===== src/rtl/branch_history_predictor_if.sv =====
// Decode-lookup, execute-resolve and statistics signals of branch_history_predictor.
// master = pipeline side driving lookups/resolves, slave = the predictor.
interface branch_history_predictor_if;
  logic [31:0] lookup_pc;
  logic        lookup_isBranch;
  logic        predict_taken;
  logic        resolve_valid;
  logic [31:0] resolve_pc;
  logic        resolve_taken;
  logic        resolve_predicted;
  logic [31:0] resolve_target;
  logic [31:0] resolve_fallthrough;
  logic        mispredict;
  logic [31:0] recover_pc;
  logic [31:0] branch_count;
  logic [31:0] mispredict_count;

  // resolve_valid is a qualifier, not a handshake: the predictor always accepts a resolve in the
  // cycle it is presented, and mispredict/recover_pc appear exactly one cycle later.
  modport master (
    output lookup_pc, lookup_isBranch, resolve_valid, resolve_pc, resolve_taken,
           resolve_predicted, resolve_target, resolve_fallthrough,
    input  predict_taken, mispredict, recover_pc, branch_count, mispredict_count
  );

  modport slave (
    input  lookup_pc, lookup_isBranch, resolve_valid, resolve_pc, resolve_taken,
           resolve_predicted, resolve_target, resolve_fallthrough,
    output predict_taken, mispredict, recover_pc, branch_count, mispredict_count
  );
endinterface


===== src/rtl/branch_history_predictor.sv =====
// Saturating-counter branch predictor with registered mispredict flush and statistics.
// Optional gshare indexing is enabled by defining GSHARE_EN.
module branch_history_predictor #(
  parameter int INDEX_BITS = 6,
  parameter int CTR_BITS   = 2,
  parameter int HIST_BITS  = 6
) (
  input logic                       clock,
  input logic                       reset,
  branch_history_predictor_if.slave bp
);
  localparam int ENTRIES = 1 << INDEX_BITS;
  localparam logic [CTR_BITS-1:0] CTR_INIT = {1'b0, {(CTR_BITS-1){1'b1}}};
  localparam logic [CTR_BITS-1:0] CTR_MAX  = {CTR_BITS{1'b1}};

  logic [CTR_BITS-1:0]   table_q [ENTRIES];
  logic [INDEX_BITS-1:0] rd_idx, wr_idx;
  logic [CTR_BITS-1:0]   ctr_cur, ctr_d;
  logic                  mispredict_q, mispredict_d;
  logic [31:0]           recover_pc_q, recover_pc_d;
  logic [31:0]           branch_count_q, branch_count_d;
  logic [31:0]           mispredict_count_q, mispredict_count_d;
  logic                  unused_pc_bits;

  assign unused_pc_bits = ^{bp.lookup_pc[31:INDEX_BITS], bp.resolve_pc[31:INDEX_BITS]};

`ifdef GSHARE_EN
  logic [HIST_BITS-1:0]  hist_q, hist_d;
  logic [INDEX_BITS-1:0] hist_idx;

  // The write index uses hist_q, i.e. the history as it was before this resolve shifts in.
  assign hist_idx = INDEX_BITS'(hist_q);
  assign rd_idx   = bp.lookup_pc[INDEX_BITS-1:0] ^ hist_idx;
  assign wr_idx   = bp.resolve_pc[INDEX_BITS-1:0] ^ hist_idx;
  assign hist_d   = bp.resolve_valid ? ((hist_q << 1) | HIST_BITS'(bp.resolve_taken)) : hist_q;

  always_ff @(posedge clock) begin
    if (reset) hist_q <= '0;
    else       hist_q <= hist_d;
  end
`else
  localparam int hist_bits_unused = HIST_BITS;

  assign rd_idx = bp.lookup_pc[INDEX_BITS-1:0];
  assign wr_idx = bp.resolve_pc[INDEX_BITS-1:0];
`endif

  // No bypass: a same-cycle lookup of the entry being trained sees the old count.
  assign bp.predict_taken = table_q[rd_idx][CTR_BITS-1] & bp.lookup_isBranch;

  always_comb begin
    ctr_cur = table_q[wr_idx];
    ctr_d   = ctr_cur;
    if (bp.resolve_taken) begin
      if (ctr_cur != CTR_MAX) ctr_d = ctr_cur + 1'b1;
    end else begin
      if (ctr_cur != '0) ctr_d = ctr_cur - 1'b1;
    end
  end

  always_comb begin
    mispredict_d       = bp.resolve_valid & (bp.resolve_taken != bp.resolve_predicted);
    recover_pc_d       = recover_pc_q;
    branch_count_d     = branch_count_q;
    mispredict_count_d = mispredict_count_q;
    if (mispredict_d)
      recover_pc_d = bp.resolve_taken ? bp.resolve_target : bp.resolve_fallthrough;
    if (bp.resolve_valid && branch_count_q != 32'hFFFF_FFFF)
      branch_count_d = branch_count_q + 32'd1;
    if (mispredict_d && mispredict_count_q != 32'hFFFF_FFFF)
      mispredict_count_d = mispredict_count_q + 32'd1;
  end

  always_ff @(posedge clock) begin
    if (reset) begin
      for (int i = 0; i < ENTRIES; i++) table_q[i] <= CTR_INIT;
    end else if (bp.resolve_valid) begin
      table_q[wr_idx] <= ctr_d;
    end
  end

  always_ff @(posedge clock) begin
    if (reset) begin
      mispredict_q       <= 1'b0;
      recover_pc_q       <= '0;
      branch_count_q     <= '0;
      mispredict_count_q <= '0;
    end else begin
      mispredict_q       <= mispredict_d;
      recover_pc_q       <= recover_pc_d;
      branch_count_q     <= branch_count_d;
      mispredict_count_q <= mispredict_count_d;
    end
  end

  assign bp.mispredict       = mispredict_q;
  assign bp.recover_pc       = recover_pc_q;
  assign bp.branch_count     = branch_count_q;
  assign bp.mispredict_count = mispredict_count_q;
endmodule


===== src/flat_wrapper.sv =====
// flat-port wrapper written by rule: the top's interface ports become plain ports
module branch_history_predictor_flat 
#(
  parameter int INDEX_BITS = 6,
  parameter int CTR_BITS   = 2,
  parameter int HIST_BITS  = 6
)
  (clock, reset, bp_lookup_pc, bp_lookup_isBranch, bp_resolve_valid, bp_resolve_pc, bp_resolve_taken, bp_resolve_predicted, bp_resolve_target, bp_resolve_fallthrough, bp_predict_taken, bp_mispredict, bp_recover_pc, bp_branch_count, bp_mispredict_count);
  branch_history_predictor_if bp_i ();
  input logic clock;
  input logic reset;
  input wire logic [$bits(bp_i.lookup_pc)-1:0] bp_lookup_pc;
  input wire logic [$bits(bp_i.lookup_isBranch)-1:0] bp_lookup_isBranch;
  input wire logic [$bits(bp_i.resolve_valid)-1:0] bp_resolve_valid;
  input wire logic [$bits(bp_i.resolve_pc)-1:0] bp_resolve_pc;
  input wire logic [$bits(bp_i.resolve_taken)-1:0] bp_resolve_taken;
  input wire logic [$bits(bp_i.resolve_predicted)-1:0] bp_resolve_predicted;
  input wire logic [$bits(bp_i.resolve_target)-1:0] bp_resolve_target;
  input wire logic [$bits(bp_i.resolve_fallthrough)-1:0] bp_resolve_fallthrough;
  output wire logic [$bits(bp_i.predict_taken)-1:0] bp_predict_taken;
  output wire logic [$bits(bp_i.mispredict)-1:0] bp_mispredict;
  output wire logic [$bits(bp_i.recover_pc)-1:0] bp_recover_pc;
  output wire logic [$bits(bp_i.branch_count)-1:0] bp_branch_count;
  output wire logic [$bits(bp_i.mispredict_count)-1:0] bp_mispredict_count;
  assign bp_i.lookup_pc = bp_lookup_pc;
  assign bp_i.lookup_isBranch = bp_lookup_isBranch;
  assign bp_i.resolve_valid = bp_resolve_valid;
  assign bp_i.resolve_pc = bp_resolve_pc;
  assign bp_i.resolve_taken = bp_resolve_taken;
  assign bp_i.resolve_predicted = bp_resolve_predicted;
  assign bp_i.resolve_target = bp_resolve_target;
  assign bp_i.resolve_fallthrough = bp_resolve_fallthrough;
  assign bp_predict_taken = bp_i.predict_taken;
  assign bp_mispredict = bp_i.mispredict;
  assign bp_recover_pc = bp_i.recover_pc;
  assign bp_branch_count = bp_i.branch_count;
  assign bp_mispredict_count = bp_i.mispredict_count;
  branch_history_predictor #(.INDEX_BITS(INDEX_BITS), .CTR_BITS(CTR_BITS), .HIST_BITS(HIST_BITS)) u_core (.clock(clock), .reset(reset), .bp(bp_i));
endmodule

===== config.mk =====
export PLATFORM = sky130hd
export DESIGN_NAME = branch_history_predictor_flat
export DESIGN_NICKNAME = d
export VERILOG_FILES = /design/src/rtl/branch_history_predictor_if.sv /design/src/rtl/branch_history_predictor.sv /design/src/flat_wrapper.sv
export SDC_FILE = /design/constraint.sdc
export NUM_CORES = 1
export LEC_CHECK = 0
export CAP_MARGIN = 30
export CELL_PAD_IN_SITES_DETAIL_PLACEMENT = 1
export CELL_PAD_IN_SITES_GLOBAL_PLACEMENT = 1
export CORE_ASPECT_RATIO = 0.8
export CORE_MARGIN = 2
export CORE_UTILIZATION = 44
export CTS_CLUSTER_SIZE = 12
export DETAILED_ROUTE_END_ITERATION = 16
export HOLD_SLACK_MARGIN = 0.02
export PLACE_DENSITY_LB_ADDON = 0.15
export RECOVER_POWER = 50
export SLEW_MARGIN = 15
export SYNTH_ARGS = -nofsm -noshare
export SYNTH_HDL_FRONTEND = slang
export SYNTH_SLANG_ARGS = --single-unit
export TNS_END_PERCENT = 50

===== constraint.sdc =====
create_clock -name clock -period 6.89 [get_ports clock]
set_clock_uncertainty 0.2 [all_clocks]
set_input_delay 1.0335 -clock clock [delete_from_list [all_inputs] [get_ports clock]]
set_output_delay 1.0335 -clock clock [all_outputs]
set_load 0.1 [all_outputs]

# Word level (Yosys, flattened, before mapping)

Memory sizes are Yosys's and may differ from the RTL's.
Index checks and enable logic that the tools add are counted.

Bits in registers: 97
Memory bits (writable): 128
Input port bits: 134
Memories: 1

$add $sub $neg: 4
Equality and inequality tests: 4
Muxes and demuxes: 12
Bitwise logic cells: 2
Reductions and logical operators: 4

Memories:

| memory         | depth | width | read ports | clocked after memory_dff | wr ports | line                           | source |
|---|---|---|---|---|---|---|---|
| u_core.table_q | 64    | 2     | 2          | 0                        | 64       | branch_history_predictor.sv:16 | `logic [CTR_BITS-1:0] table_q [ENTRIES];` |

Operator list:

| cell                                             | count |
|---|---|
| adder 32 x 1 -> 32 bit, second input constant    | 2 |
| inequality test 32 bit, second input constant    | 2 |
| 2-to-1 mux 32 bit                                | 1 |
| 2-to-1 mux 2 bit                                 | 4 |
| 2-to-1 mux 1 bit                                 | 6 |
| 2-to-1 mux 6 bit                                 | 1 |
| adder 2 x 1 -> 2 bit, second input constant      | 1 |
| bitwise AND 1 bit                                | 2 |
| logical AND 1 bit                                | 2 |
| inequality test 2 bit, second input constant     | 1 |
| nonzero test 2 bit                               | 1 |
| OR reduction 2 bit                               | 1 |
| subtractor 2 x 1 -> 2 bit, second input constant | 1 |
| inequality test 1 bit                            | 1 |

# Depth between registers and ports, before layout

Gate-level depths: netlist of the first run.

Depth after elaboration: 5
Mapped depth: 12
Depth with buffers taken out: 7

# Worst setup path before layout of the first run

OpenSTA, ideal clock, no wires.

Kind: input -> output
Start: input bp_lookup_pc[0]
End: output bp_predict_taken
Arrival time: 3.675 ns
Data required time: 5.656 ns
Path slack: 1.981 ns
Stages on the path: 6
Cell sequence: clkbuf_1 -> buf_2 -> mux4_2 -> mux4_2 -> mux4_2 -> and2_1

Word-level cells in the longest chain between the ends: 2

Ends and longest elaborated chain:

| what                | line                           | source |
|---|---|---|
| from (decl)         | flat_wrapper.sv:12             | `input wire logic [$bits(bp_i.lookup_pc)-1:0] bp_lookup_pc;` |
| memory (64 x 2 bit) | n/a                            |  |
| bitwise AND 1 bit   | branch_history_predictor.sv:49 | `assign bp.predict_taken = table_q[rd_idx][CTR_BITS-1] & bp.lookup_isBranch;` |
| to (decl)           | flat_wrapper.sv:20             | `output wire logic [$bits(bp_i.predict_taken)-1:0] bp_predict_taken;` |

Every way passes these cells.

# Worst setup path after layout of the first run

Same ends and word-level chain as after synthesis.

==> results of run 1 <==
## power breakdown
group          switching, W  internal, W
combinational      0.000365     0.000169
sequential        0.0000220      0.00145
clock              0.000558     0.000773
total              0.000946      0.00240
## stage by stage
| step | hold WS [ns] | setup slack [ns] |
|---|---|---|
| after floorplan | 0.7332 | 1.981 |
| after global placement | 0.2864 | 1.590 |
| after detailed placement | 0.2962 | 1.713 |
| after CTS | 0.3043 | 1.796 |
| after global routing | 0.3144 | 1.682 |
| final | 0.2958 | 1.783 |
## cell families (layout without fill, tap and decap cells)
family | count (synthesis) | count (layout) | synth area share, %
fa+ha+maj | 4 | 4 | 0.4020
buf+inv | 101 | 260 | 4.173
compound gates | 146 | 146 | 8.998
flops | 225 | 225 | 50.25
simple gates | 462 | 462 | 20.64
xor+xnor | 56 | 56 | 4.260
mux | 93 | 93 | 11.28
## sequential cells by signal, indices dropped and copies added, names as in the netlist
| name | cells |
|---|---|
| u_core.bp.mispredict_count | 32 |
| u_core.table_q | 128 |
| u_core.bp.mispredict | 1 |
| u_core.bp.recover_pc | 32 |
| u_core.bp.branch_count | 32 |
## area by class of cell
cell class / count / area share [%]
clock buffer: 39 / 5.390
timing repair buffer: 205 / 14.17
clock inverter: 6 / 0.2525
inverter: 10 / 0.2612
multi-input combinational: 761 / 36.61
sequential: 225 / 40.26
tap: 351 / 3.056
## critical path, stage by stage
cell             delay (ns)
clkdlybuf4s50_1        0.46
buf_4                  0.36
mux4_2                 0.63
mux4_2                 0.51
mux4_2                 0.47
and2_1                 0.17
buf_4                  0.22
## placed cells by master, fill, tap and decap left out, types with 5 or more instances in the layout
cell type        Yosys  final
inv_1               10     10
clkbuf_1            49     13
or3_1                9      9
o22ai_1             10     10
nand3_2             15     15
a21oi_1             17     17
and3_1               7      7
buf_4                4     15
and2_1              10      7
edfxtp_1           128    128
xnor2_1             20     20
nand3b_1             5      5
a211oi_1            39     39
nor2_1             132    132
nand2_1             69     69
nand4_1             18     18
mux4_2              29     29
dlygate4sd3_1        0     55
clkbuf_16            0     28
xor2_1              36     36
o21ai_0             11     11
dfxtp_1             97     97
nand3_1             72     72
nand2b_1            22     22
clkdlybuf4s50_1      0    118
mux2i_1             60     60
nor3_1              57     56
a21o_1              43     43
and4_1              12     12
or2_2                7      7
## metal layers
layer	track usage [%]	routed length, um	vias up	share of wire [%]
met5	0	0	-	0
met4	6.429	806	0	2.3
met3	7.395	3224	54	9.2
met2	41.05	16030	364	46
met1	34.97	15130	4653	43
li1	-	-	4275	-
## worst max path at each step
stage | startpoint | slack [ns] | end | cells past startpoint
2_1_floorplan | bp_lookup_pc[0] | 1.98 | bp_predict_taken | 6
3_3_place_gp | bp_lookup_pc[1] | 1.59 | bp_predict_taken | 6
3_5_place_dp | bp_resolve_pc[1] | 1.71 | u_core.table_q[59][1]$_SDFFCE_PN0P_ | 10
4_1_cts | bp_lookup_pc[0] | 1.80 | bp_predict_taken | 7
5_1_grt | reset | 1.68 | u_core.table_q[26][0]$_SDFFCE_PN1P_ | 3
6_report | bp_lookup_pc[0] | 1.78 | bp_predict_taken | 7
==> results.toml, run 1 <==
[run_status]
status = "finished with violations"
violations = "capacitance limit, slew limit"

[pwr]
total_power_w = 0.003341
power.density_mw_per_mm2 = 232.5
vdd_drop_max_mv = 0.1578
leakagePower_nw = 5.090

[worst_setup_path]
timing.rr.end = "u_core.table_q[59][1]$_SDFFCE_PN0P_"
arrival_ns = 3.87
required_ns = 5.66
start_kind = "input pin"
cp-end-kind = "output port"
timing.rr.start = "u_core.table_q[28][1]$_SDFFCE_PN0P_"
crit_type = "input pin to output port"
reg2regPathDepth = 8
reg2reg_slack_ns = 3.31
cp_max_fo = 16

[synth]
async_flop_share_pct = 0
yosysTopAreaCellShare_pct = 33.38
syn_nets = 1223
synth_ff_type = "edfxtp_1"
synth_warnings = 0
synth_common_cells = "nor2_1 (132), edfxtp_1 (128), dfxtp_1 (97), nand3_1 (72), nand2_1 (69)"
synth_seq_cells = 225
yosysSeqAreaShare_pct = 50.25
synthCells = 1087
syn-cell-area_sq_mm = 0.01151
netlist.top_cell.by_area = "edfxtp_1"
yosysMostFrequentCell = "nor2_1"
synth.area.top_cells = "edfxtp_1 (33%), dfxtp_1 (17%), mux4_2 (5.7%)"
synthDistinctLibCells = 60
synth-edff-count = 128
syn_avg_cell_area_sq_um = 10.59

[timing]
final_hold_viol_count = 0
fin_tns_setup_ns = 0
fin_crit_sh_pct = 74.12
post-route-min-period_ns = 5.107
rsz0062_at_grt = "false"
max_slew_margin_pct = -144.1
slew_viol_final = 117
fmax_mhz = 195.8
tightest_slew_ns = 3.661
setup_violations = 0

[clock_tree]
cts_htree_levels = 1
cts_sinks = 225
clockBufferDepth = 3
cts-root-buf = "clkbuf_16"
clkLatencyLatePin_ns = 0.54
post_cts_resized = 0
holdBufCountCts = 0
postCtsSetupRepairBufs = 0
cts_tree = "done"
numCtsBuffers = 25
cts.reportedPaths.clkPinSlew_ns = 0.06

[hold_path]
hold_end = "u_core.bp.recover_pc[3]$_SDFFE_PP0P_"
hp-class = "flip-flop to flip-flop"
holdPathStages = 2
hp-start = "u_core.bp.recover_pc[3]$_SDFFE_PP0P_"

[floorplan]
core-area_sq_mm = 0.02550
rows = 52
die_h_um = 148.7
die_w_um = 184.9
start_util_pct = 45.14
dieArea_sq_mm = 0.02749
pin_count = 232

[global_routing]
grt_overflow = 0
grt_use_total_pct = 25.86
grt_max_degree = 83
grt_pass1_wl_um = 55190
antenna_found_initial = 0
grt_pass1_vias = 9552

[finish]
fill_cells = 2741
seqCellArea_sq_mm = 0.005786
num-nets-final = 1364
final_util_pct = 56.34
multi_input_area_sq_mm = 0.005261
drive_above_1_share_pct = 10.59
design_area_sq_mm = 0.01437
final_cell_count_no_fill = 1597
diodes = 0
area_growth_pct = 24.81

[detailed_routing]
wl_per_cell_um = 22.04
first_iter_violations = 688
ant_nets = 0
drcViolationCount = 0
wl_um = 35190
drt-vias-per-instance = 5.852
vias = 9346
first_pass_iters = 5

[place]
placed_cells = 1550
placed_cell_area_sq_mm = 0.01359
gp_congestion = 0.8913
dp_hpwl_um = 23730
portBuffers = 179

[run]
drv_cap = 2
Power figures use the tool's default switching activity.
==> inputs of run 2 (changes only) <==
--- a/config.mk
+++ b/config.mk
@@ -10,7 +10,7 @@
 export CELL_PAD_IN_SITES_GLOBAL_PLACEMENT = 1
 export CORE_ASPECT_RATIO = 0.8
 export CORE_MARGIN = 2
-export CORE_UTILIZATION = 44
+export CORE_UTILIZATION = 37
 export CTS_CLUSTER_SIZE = 12
 export DETAILED_ROUTE_END_ITERATION = 16
 export HOLD_SLACK_MARGIN = 0.02
==> constraint.sdc (replaced) <==
create_clock -name clock -period 4.36 [get_ports clock]
set_clock_uncertainty 0.2 [all_clocks]
set_input_delay 0.654 -clock clock [delete_from_list [all_inputs] [get_ports clock]]
set_output_delay 0.654 -clock clock [all_outputs]
set_load 0.1 [all_outputs]
==> results.toml, run 2 (synthesis results as in run 1) <==
[worst_setup_path]
arrival_ns = 3.29
startpoint = "bp_lookup_pc[0]"
cp-end-kind = "output port"
critPathMostFrequentCell = "mux4_2"
path_delay_family = "multiplexers"
crit_slowest_cell = "mux4_2"
reg2reg_slack_ns = 0.93
crit_type = "input pin to output port"
timing.rr.end = "u_core.bp.branch_count[5]$_SDFFE_PP0P_"
path_buf_inv = 3
start_kind = "input pin"
required_ns = 3.51
reg2regPathDepth = 7
timing.rr.start = "u_core.bp.branch_count[3]$_SDFFE_PP0P_"
cp_max_fo = 16
max_stage_delay_ns = 0.58
crit_chain = "clkdlybuf4s50_1, buf_12, mux4_2, mux4_2, mux4_2, and2_1, buf_12"

[finish]
multi_input_area_sq_mm = 0.005259
top_register = "u_core.table_q"
largest_reg_flops = 128
diodes = 0
seqCellArea_sq_mm = 0.005786
final_cell_count_no_fill = 1691
drive_above_1_share_pct = 11.74
fill_cells = 3369
mostFrequentLayoutCell = "clkdlybuf4s50_1"
layout_common_cells = "clkdlybuf4s50_1 (139), nor2_1 (132), edfxtp_1 (128), dfxtp_1 (97), nand3_1 (72)"
num-nets-final = 1394
area_growth_pct = 27.97

[detailed_routing]
first_pass_iters = 5
vias = 9270
wl_um = 35530
wl_per_cell_um = 21.01
ant_nets = 0
drcViolationCount = 0
drt-vias-per-instance = 5.482
first_iter_violations = 722

[global_routing]
grt_overflow = 0
grt_use_total_pct = 21.70
grt_pass1_vias = 9372
antenna_found_initial = 0
grt_max_degree = 76
grt_pass1_wl_um = 55120

[place]
dp_slack_ns = 0.1816
portBuffers = 179
dp_hpwl_um = 25150
gp_congestion = 0.8328
placed_cells = 1641

[floorplan]
die_h_um = 161.8
pin_count = 232
die_w_um = 201.2
start_util_pct = 37.72
rows = 57
core-area_sq_mm = 0.03052
dieArea_sq_mm = 0.03255

[clock_tree]
cts_tree = "done"
numCtsBuffers = 26
cts.reportedPaths.clkPinSlew_ns = 0.06
postCtsSetupRepairBufs = 0
clkLatencyLatePin_ns = 0.53
clockBufferDepth = 3
cts_htree_levels = 1
holdBufCountCts = 0
cts-root-buf = "clkbuf_16"
post_cts_resized = 0
cts_sinks = 225

[run]
drv_cap = 1

[timing]
setup_violations = 0
fmax_mhz = 241.3
fin_tns_setup_ns = 0
setup_ws_ns = 0.2149
slew_viol_final = 65
post-route-min-period_ns = 4.145
rsz0062_at_grt = "false"
fin_crit_sh_pct = 95.07
max_slew_margin_pct = -73.71
tightest_slew_ns = 2.606
final_hold_viol_count = 0

[pwr]
pwr-share-clk_pct = 41.0
comb_power_share_pct = 15.9
p_seq_share_pct = 43.0
power.density_mw_per_mm2 = 368.0
switching_share_pct = 27.58
switchingPower_w = 0.001495
leakagePower_nw = 5.166
internal-power_w = 0.003927
vdd_drop_max_mv = 0.2590

[hold_path]
hp-class = "flip-flop to flip-flop"
hp-start = "u_core.bp.recover_pc[26]$_SDFFE_PP0P_"
holdPathStages = 2
hold_end = "u_core.bp.recover_pc[26]$_SDFFE_PP0P_"

[run_status]
status = "finished with violations"
violations = "capacitance limit, slew limit"
[run 2: cell count changes in the layout (fill, tap and decap cells not counted), moves of 3 or more]
cell | previous run | this run
buf_12 | 1 | 6
clkdlybuf4s50_1 | 118 | 139
dlygate4sd3_1 | 55 | 34
clkbuf_1 | 13 | 23
buf_4 | 15 | 30
bufinv_16 | 0 | 3
clkinv_1 | 0 | 4
[run 2: worst min-delay path, cell delays in order, from the launching register on]
cell	delay [ns]
dfxtp_1	0.30
nor2_1	0.09
a211oi_1	0.05
[run 2: layout make-up]
type | instances | share of cell area (%)
Sequential cell | 225 | 39.27
Multi-Input combinational cell | 761 | 35.69
Timing Repair Buffer | 234 | 15.41
Clock buffer | 35 | 4.925
Tap cell | 413 | 3.507
Clock inverter | 13 | 0.9426
Inverter | 10 | 0.2548
[run 2: metrics by stage]
step | hold slack, ns | instance area, sq um | utilization [%] | total power [W]
after global placement | 0.2870 | 13820 | 45.28 | 0.003233
after global routing | 0.3218 | 14730 | 48.27 | 0.005626
after CTS | 0.3035 | 14770 | 48.39 | 0.005493
after detailed placement | 0.2948 | 13900 | 45.55 | 0.003250
final | 0.2961 | 14730 | 48.27 | 0.005422
after floorplan | 0.6883 | 11510 | - | 0.002960
[run 2: how the worst max path moves through the flow]
stage / endpoint / depth (start not counted)
finish: bp_predict_taken / 7
detailed placement: bp_predict_taken / 7
global placement: bp_predict_taken / 7
floorplan: bp_predict_taken / 6
CTS: bp_predict_taken / 7
global route: bp_predict_taken / 7
[run 2: power groups by stage]
stage | Clock, W | Combinational, W | Sequential (W)
6_report | 0.00222 | 0.000864 | 0.00233
5_1_grt | 0.00237 | 0.000917 | 0.00234
4_1_cts | 0.00228 | 0.000873 | 0.00233
3_5_place_dp | 0 | 0.000870 | 0.00238
3_3_place_gp | 0 | 0.000855 | 0.00238
2_1_floorplan | 0 | 0.000382 | 0.00258
[run 2: routing by layer]
| metal | global-route usage (%) | vias up | share of wire (%) |
|---|---|---|---|
| li1 | - | 4349 | - |
| met2 | 34.62 | 300 | 46 |
| met5 | 0 | - | 0 |
| met4 | 4.679 | 0 | 1.7 |
| met1 | 29.98 | 4575 | 45 |
| met3 | 5.417 | 46 | 7.7 |
==> inputs of run 3 (changes only) <==
--- a/config.mk
+++ b/config.mk
@@ -13,6 +13,7 @@
 export CORE_UTILIZATION = 37
 export CTS_CLUSTER_SIZE = 12
 export DETAILED_ROUTE_END_ITERATION = 16
+export GPL_ROUTABILITY_DRIVEN = 0
 export HOLD_SLACK_MARGIN = 0.02
 export PLACE_DENSITY_LB_ADDON = 0.15
 export RECOVER_POWER = 50
==> results of run 3 <==
Final layout, timing and power as in run 2 (identical DEF).
